===== src/rtl/pipe_stage_elastic.sv =====
// Elastic pipeline stage register: a control and a data bundle under a valid/ready handshake.
// It supports an optional 2-entry skid buffer, synchronous flush and a saturating stall counter.
module pipe_stage_elastic #(
  parameter int unsigned CTRL_W   = 16,
  parameter int unsigned DATA_W   = 192,
  parameter int unsigned SKID     = 1,
  parameter int unsigned CLR_DATA = 1,
  parameter int unsigned CNT_W    = 16
) (
  input  logic              clk,
  input  logic              rst_n,
  input  logic              flush,
  input  logic              in_valid,
  output logic              in_ready,
  input  logic [CTRL_W-1:0] in_ctrl,
  input  logic [DATA_W-1:0] in_data,
  output logic              out_valid,
  input  logic              out_ready,
  output logic [CTRL_W-1:0] out_ctrl,
  output logic [DATA_W-1:0] out_data,
  output logic [1:0]        occupancy,
  output logic [CNT_W-1:0]  stall_cnt
);

  localparam bit HasSkid = (SKID != 0);
  localparam bit ClrData = (CLR_DATA != 0);

  typedef enum logic [1:0] {
    StEmpty = 2'd0,
    StOne   = 2'd1,
    StTwo   = 2'd2
  } state_e;

  state_e             state_q;
  logic [CTRL_W-1:0]  main_ctrl_q, skid_ctrl_q;
  logic [DATA_W-1:0]  main_data_q, skid_data_q;
  logic [CNT_W-1:0]   stall_cnt_q;
  logic               acc, pop;

  assign out_valid = (state_q != StEmpty);
  assign out_ctrl  = main_ctrl_q;
  assign out_data  = main_data_q;
  assign occupancy = state_q;
  assign stall_cnt = stall_cnt_q;

  assign acc = in_valid & in_ready;
  assign pop = out_valid & out_ready;

  // With the skid buffer, ready is decoded from the state flop only, never from out_ready.
  if (HasSkid) begin : g_skid_ready
    assign in_ready = (state_q != StTwo);
  end else begin : g_pass_ready
    assign in_ready = !out_valid || out_ready;
  end

  always_ff @(posedge clk or negedge rst_n) begin
    if (!rst_n) begin
      state_q     <= StEmpty;
      main_ctrl_q <= '0;
      main_data_q <= '0;
      skid_ctrl_q <= '0;
      skid_data_q <= '0;
      stall_cnt_q <= '0;
    end else begin
      if (out_valid && !out_ready && !flush && (stall_cnt_q != '1)) begin
        stall_cnt_q <= stall_cnt_q + CNT_W'(1);
      end

      if (flush) begin
        // The input offered this cycle is dropped; a pop this cycle has already completed.
        state_q     <= StEmpty;
        main_ctrl_q <= '0;
        skid_ctrl_q <= '0;
        if (ClrData) begin
          main_data_q <= '0;
          skid_data_q <= '0;
        end
      end else begin
        unique case (state_q)
          StEmpty: begin
            if (acc) begin
              state_q     <= StOne;
              main_ctrl_q <= in_ctrl;
              main_data_q <= in_data;
            end
          end
          StOne: begin
            if (acc && pop) begin
              main_ctrl_q <= in_ctrl;
              main_data_q <= in_data;
            end else if (acc && HasSkid) begin
              state_q     <= StTwo;
              skid_ctrl_q <= in_ctrl;
              skid_data_q <= in_data;
            end else if (pop) begin
              // Head empties: leave a bubble behind.
              state_q     <= StEmpty;
              main_ctrl_q <= '0;
              if (ClrData) begin
                main_data_q <= '0;
              end
            end
          end
          StTwo: begin
            if (pop) begin
              state_q     <= StOne;
              main_ctrl_q <= skid_ctrl_q;
              main_data_q <= skid_data_q;
              skid_ctrl_q <= '0;
            end
          end
          default: state_q <= StEmpty;
        endcase
      end
    end
  end

endmodule


===== config.mk =====
export PLATFORM = sky130hd
export DESIGN_NAME = pipe_stage_elastic
export DESIGN_NICKNAME = d
export VERILOG_FILES = /design/src/rtl/pipe_stage_elastic.sv
export SDC_FILE = /design/constraint.sdc
export NUM_CORES = 1
export LEC_CHECK = 0
export ABC_AREA = 1
export CAP_MARGIN = 0
export CELL_PAD_IN_SITES_DETAIL_PLACEMENT = 1
export CELL_PAD_IN_SITES_GLOBAL_PLACEMENT = 1
export CORE_ASPECT_RATIO = 1.1
export CORE_MARGIN = 3
export CORE_UTILIZATION = 39
export CTS_CLUSTER_SIZE = 12
export DETAILED_ROUTE_END_ITERATION = 10
export PLACE_DENSITY = 0.94
export SLEW_MARGIN = 20
export SYNTH_ARGS = -nofsm -noshare
export SYNTH_HDL_FRONTEND = slang
export SYNTH_SLANG_ARGS = --single-unit

===== constraint.sdc =====
create_clock -name clk -period 3.4 [get_ports clk]
set_input_delay 0.85 -clock clk [delete_from_list [all_inputs] [get_ports clk]]
set_output_delay 0.85 -clock clk [all_outputs]
set_load 0.01 [all_outputs]

==> qor.csv, run 1 <==
metric,value,unit
PwrDens,833,nW/um^2
drt total wl,76.3,mm
Required @ worst endpoint,2550,ps
fin crit period,2980,ps
crit path cell chain,inv_1 -> ha_1 -> inv_2 -> clkdlybuf4s50_1,
Place WS,459,ps
leakage,13.9,nW
DP HPWL,49.7,mm
antenna-violating nets left,0,
Initial Util,0.395,
CP max FO,6,
worst slew pin tran,939,ps
synth warn,0,
average wire per standard cell,20.6,um
Chip Width,221,um
R2R Path End,out_data[34]$_DFFE_PN0P_,
CP Class,flop to output pin,
Unique masters post-synth,23,
Worst path depth,4,
Critical path origin,occupancy[0]$_DFFE_PN0P_,
synth cell count leaders,"nand2_1 (1734), dfrtp_1 (434), nand3_1 (212)",
worst reg-to-reg path cell count,11,
Fmax,0.335,GHz
Crit. End Element,output pin,
startpoint types,flop,
Hold Buf Count CTS,0,
# IOs,441,
Worst-path clk slew,60,ps
Post-route DRC,0,
maxcap violations,0,
post-synth top area share,0.547,
CTS Buffer Depth,3,
vias,19900,
worst min-delay path class,input port to async pin,
top_reg_cell synth,dfrtp_1,
Critical path destination,out_valid,
area grow syn2layout,32.2,%
Core ar.,50300,um^2
total negative slack,0,ps
TritonRoute pass-1 iters,4,
Vias/cell,5.37,
layout net count,3227,
gr busiest metal,met2,
skew final,24.0,ps
final hold violations,0,
Yosys top cell by area,dfrtp_1,
worst setup margin,417,ps
"Clk Latency, worst-skew pair",600,ps
area of the mapped netlist,19800,um^2
initial antenna violation count,11,
final setup vio count,0,
Global Route met1 Usage,0.346,
sequential-to-total area share from yosys stat,0.547,
status,completed,
Top Family by Delay on Critical Path,buffers and inverters,
VDD IR max,0.000530,V
total CTS buffers,46,
reg2reg setup slack,780,ps
final max-slew violation count,0,
"top cells by area, synth","dfrtp_1 (55%), nand2_1 (33%), nand3_1 (5.3%)",
share of layout cells above drive strength 1,0.0376,
Die Ht,243,um
number of setup buffers added after CTS,0,
vias in the first global route,21600,
normalized max-slew margin,0.374,
post-CTS sizing,0,
die area,53600,um^2
CTS tree,built,
first-pass GRT wire length,122,mm
cell count after synthesis,2639,
row count,86,
Routability Congestion,0.881,
Post-synth ARST share,1.00,
FF-to-FF Start,occupancy[0]$_DFFE_PN0P_,
DR iter-0 viols,1697,
H-tree Lvls,2,
GRT Total Usage,0.280,
Root Driver,clkbuf_16,
"flops & latches, synth",434,
routing usage on met2,0.491,
syn nets,2858,
Worst path max stage delay,540,ps
Post-synth EDFFs,0,
CTS Sinks,434,
PortBufs,440,
Crit path arrival time,2130,ps
grt met3 use,0.0562,
slowest cell on the critical path,clkdlybuf4s50_1,
RSZ-0062 raised after global routing,false,
"Remaining Overflow, GRT",0,
syn avg cell area,7.52,um^2
final worst-path cycle share,0.877,
pin count of the biggest net entering global routing,120,
"count leader, synth",nand2_1,
Buf/Inv on CP,3,
## state kept, by name (all words and copies together), names as in the netlist
register,count
skid_data_q,192
stall_cnt,16
out_data,192
skid_ctrl_q,16
out_ctrl,16
occupancy,2
## area by class of cell
class                      count  area [um^2]
inverter                      22         92.6
clock inverter                 7         78.8
multi-input combinational   2023         8080
timing repair buffer         481         4980
antenna                       11         27.5
tap                          660          826
clock buffer                  65         1290
sequential                   434        10900
fill                        6087        24000
## layer usage
metal | up-vias | wire length, um
li1 | 8823 | -
met1 | 10200 | 30600
met2 | 752 | 38300
met3 | 169 | 4770
met4 | 2 | 2660
met5 | - | 13
## through the flow
| stage | utilization | cells | instance area, um^2 | power [mW] | hold slack, ps |
|---|---|---|---|---|---|
| after floorplan | - | 2639 | 19800 | 12.1 | 453 |
| after global placement | 0.494 | 3620 | 24800 | 16.4 | 462 |
| after detailed placement | 0.494 | 3620 | 24800 | 16.9 | 466 |
| after CTS | 0.522 | 3692 | 26200 | 21.9 | 235 |
| after global routing | 0.522 | 3699 | 26200 | 23.1 | 261 |
| final | 0.522 | 3703 | 26200 | 21.9 | 247 |
## where the power goes
group	switching, mW	total (mW)	internal (mW)
Clock	2.12	4.82	2.70
Combinational	5.23	8.89	3.66
Sequential	1.34	8.14	6.80
## kinds of logic (layout without fill, tap and decap cells)
group	Yosys count	after routing	share of synthesized area
AO/OA/AOI/OAI	28	28	0.00706
buffers and inverters	182	575	0.0479
other	0	11	0
XOR/XNOR	8	8	0.00353
AND/OR/NAND/NOR	1981	1981	0.391
flip-flops	434	434	0.547
adder cells (fa/ha/maj)	6	6	0.00378
## placed cells by master, fill, tap and decap left out
cell type        count
nand2_1           1734
clkdlybuf4s50_1    439
dfrtp_1            434
nand3_1            212
clkbuf_16           46
o21ai_0             25
nor2_1              22
buf_12              21
buf_4               20
inv_1               16
clkbuf_1            12
diode_2             11
nand4_1              7
xor2_1               7
clkbuf_8             7
ha_1                 6
inv_2                4
inv_6                4
clkinv_2             3
nor2_4               2
o21ai_4              2
nor3_1               2
nand2_8              1
nor2_8               1
o21ai_1              1
xnor2_1              1
clkinv_8             1
bufinv_16            1
buf_8                1
## worst min-delay path by stage
stage	startpoint	depth (start not counted)	endpoint	slack, ps
floorplan	skid_ctrl_q[0]$_DFFE_PN0P_	2	skid_ctrl_q[0]$_DFFE_PN0P_	450
global placement	out_data[37]$_DFFE_PN0P_	2	out_data[37]$_DFFE_PN0P_	460
detailed placement	out_data[116]$_DFFE_PN0P_	2	out_data[116]$_DFFE_PN0P_	470
CTS	rst_n	1	out_data[49]$_DFFE_PN0P_	240
global route	rst_n	1	out_data[50]$_DFFE_PN0P_	260
finish	rst_n	1	out_data[41]$_DFFE_PN0P_	250
(Power assumes the default switching activity.)
==> run 2: changes to the inputs <==
--- a/config.mk
+++ b/config.mk
@@ -15,6 +15,7 @@
 export CTS_CLUSTER_SIZE = 12
 export DETAILED_ROUTE_END_ITERATION = 10
 export PLACE_DENSITY = 0.94
+export SKIP_LAST_GASP = 1
 export SLEW_MARGIN = 20
 export SYNTH_ARGS = -nofsm -noshare
 export SYNTH_HDL_FRONTEND = slang
==> results of run 2 <==
No change in the layout: final DEF, timing and power equal those of run 1.
==> run 3: changes to the inputs <==
--- a/config.mk
+++ b/config.mk
@@ -15,8 +15,9 @@
 export CTS_CLUSTER_SIZE = 12
 export DETAILED_ROUTE_END_ITERATION = 10
 export PLACE_DENSITY = 0.94
+export REMOVE_ABC_BUFFERS = 1
 export SKIP_LAST_GASP = 1
-export SLEW_MARGIN = 20
+export SLEW_MARGIN = 0
 export SYNTH_ARGS = -nofsm -noshare
 export SYNTH_HDL_FRONTEND = slang
 export SYNTH_SLANG_ARGS = --single-unit
==> run 3 against run 2 <==
Against the previous run:
- clock skew is 12 ps lower
- largest power group unchanged
- design area is 0.40% higher
- clock-buffer cell count up 8
==> qor.csv, run 3 (same netlist as run 1, synthesis figures left out) <==
metric,value,unit,change
status,completed,,
area occupied by registers,10900,um^2,unchanged
TritonRoute pass-1 iters,5,,+1
Root Driver,clkbuf_16,,
CP Class,flop to output pin,,
pin count of the biggest net entering global routing,168,,+40%
initial antenna violation count,11,,unchanged
total negative slack,0,ps,unchanged
Post-Layout Cell Count,3711,,+0.22%
Core ar.,50300,um^2,unchanged
row count,86,,unchanged
worst setup margin,455,ps,+38.3 ps
# IOs,441,,unchanged
Initial Util,0.395,,unchanged
worst slew pin tran,914,ps,-25.3 ps
filler instances,6080,,-0.11%
post-CTS sizing,0,,unchanged
final max-slew violation count,0,,unchanged
share of layout cells above drive strength 1,0.0408,,+0.00316
VDD IR max,0.000994,V,+88%
leakage,14.0,nW,+0.46%
CTS Sinks,434,,unchanged
first-pass GRT wire length,121,mm,-0.57%
"Clk Latency, worst-skew pair",570,ps,-30 ps
P_int,13.5,mW,+2.5%
H-tree Lvls,2,,unchanged
Hold Buf Count CTS,0,,unchanged
vias in the first global route,22200,,+2.7%
drt total wl,75.8,mm,-0.67%
final setup vio count,0,,unchanged
DR iter-0 viols,1520,,-10%
Vias/cell,5.34,,-0.57%
Crit. End Element,output pin,,
Tot Pwr,22.2,mW,+1.3%
Fmax,0.340,GHz,+1.3%
Crit path arrival time,2090,ps,-40 ps
RSZ-0062 raised after global routing,false,,
area grow syn2layout,32.7,%,
fin util,0.524,,+0.00209
Die Ht,243,um,unchanged
combinational fraction of design power,0.400,,-0.007
P_sw,8.66,mW,-0.40%
Post-route DRC,0,,unchanged
"Remaining Overflow, GRT",0,,unchanged
PortBufs,440,,unchanged
multi-input logic area,8080,um^2,unchanged
maxcap violations,0,,unchanged
Inst Count DP,3619,,-0.028%
GRT Total Usage,0.276,,-0.00427
die area,53600,um^2,unchanged
number of setup buffers added after CTS,0,,unchanged
PwrDens,841,nW/um^2,+0.94%
CTS Buffer Depth,3,,unchanged
skew final,11.6,ps,-12.4 ps
Chip Width,221,um,unchanged
Sw Share,0.391,,-0.00683
Sequential Power Share,0.367,,-0.006
total CTS buffers,47,,+2.2%
Place WS,301,ps,-159 ps
worst min-delay path class,input port to async pin,,
layout net count,3227,,unchanged
"commonest cells after routing, fill and taps aside","nand2_1 (1734), clkdlybuf4s50_1 (439), dfrtp_1 (434)",,
fin crit period,2940,ps,-38.3 ps
vias,19800,,-0.36%
average wire per standard cell,20.4,um,-0.89%
antenna-violating nets left,0,,unchanged
Worst-path clk slew,60,ps,about the same
"commonest non-fill, non-tap cell in the layout",nand2_1,,
final worst-path cycle share,0.866,,-0.0113
Required @ worst endpoint,2550,ps,about the same
Routability Congestion,0.831,,-5.7%
startpoint types,flop,,
CP max FO,6,,unchanged
normalized max-slew margin,0.391,,+0.0168
Clock power frac,0.233,,+0.012
final hold violations,0,,unchanged
DP HPWL,48.0,mm,-3.5%
CTS tree,built,,
-- run 3: final cells by class --
type,count,area share
Antenna cell,9,0.000855
Clock buffer,73,0.0545
Clock inverter,10,0.00390
Inverter,22,0.00352
Multi-Input combinational cell,2023,0.307
Sequential cell,434,0.412
Tap cell,660,0.0314
Timing Repair Buffer,480,0.187
-- run 3: path summary, 6_finish.rpt --
path	endpoint	from	cells past startpoint	slack (ps)
hold reg to reg	out_data[171]$_DFFE_PN0P_	out_data[171]$_DFFE_PN0P_	2	480
max in group asynchronous	skid_data_q[33]$_DFFE_PN0P_	rst_n	2	2200
min in group clk	out_data[171]$_DFFE_PN0P_	out_data[171]$_DFFE_PN0P_	2	480
setup / recovery	in_ready	occupancy[0]$_DFFE_PN0P_	4	460
hold / removal	out_data[57]$_DFFE_PN0P_	rst_n	1	260
setup reg to reg	out_data[125]$_DFFE_PN0P_	occupancy[0]$_DFFE_PN0P_	11	570
-- run 3: metal layers --
metal | up-vias | wire (um) | global-route usage
met1 | 10100 | 29200 | 0.321
met2 | 659 | 39400 | 0.495
met4 | 4 | 3160 | 0.126
li1 | 8826 | - | -
met5 | - | 26 | 0
met3 | 196 | 4040 | 0.0512
-- run 3: worst max-delay path, stage by stage, from the launching register on --
cell             delay (ps)
dfrtp_1                 490
inv_1                   130
ha_1                    230
inv_1                   110
clkdlybuf4s50_1         550
-- run 3: stage by stage --
stage,hold slack (ps),area (um^2)
4_1_cts,243,26300
6_report,264,26300
5_1_grt,274,26300
3_5_place_dp,469,24800
3_3_place_gp,461,24800
2_1_floorplan,453,19000
-- run 3: power groups by stage --
stage / Clock [mW] / Combinational, mW / Sequential (mW)
floorplan: 0 / 3.08 / 7.83
global placement: 0 / 8.33 / 8.03
detailed placement: 0 / 8.76 / 8.12
CTS: 5.25 / 8.92 / 8.09
global route: 5.46 / 9.61 / 8.28
finish: 5.17 / 8.86 / 8.13
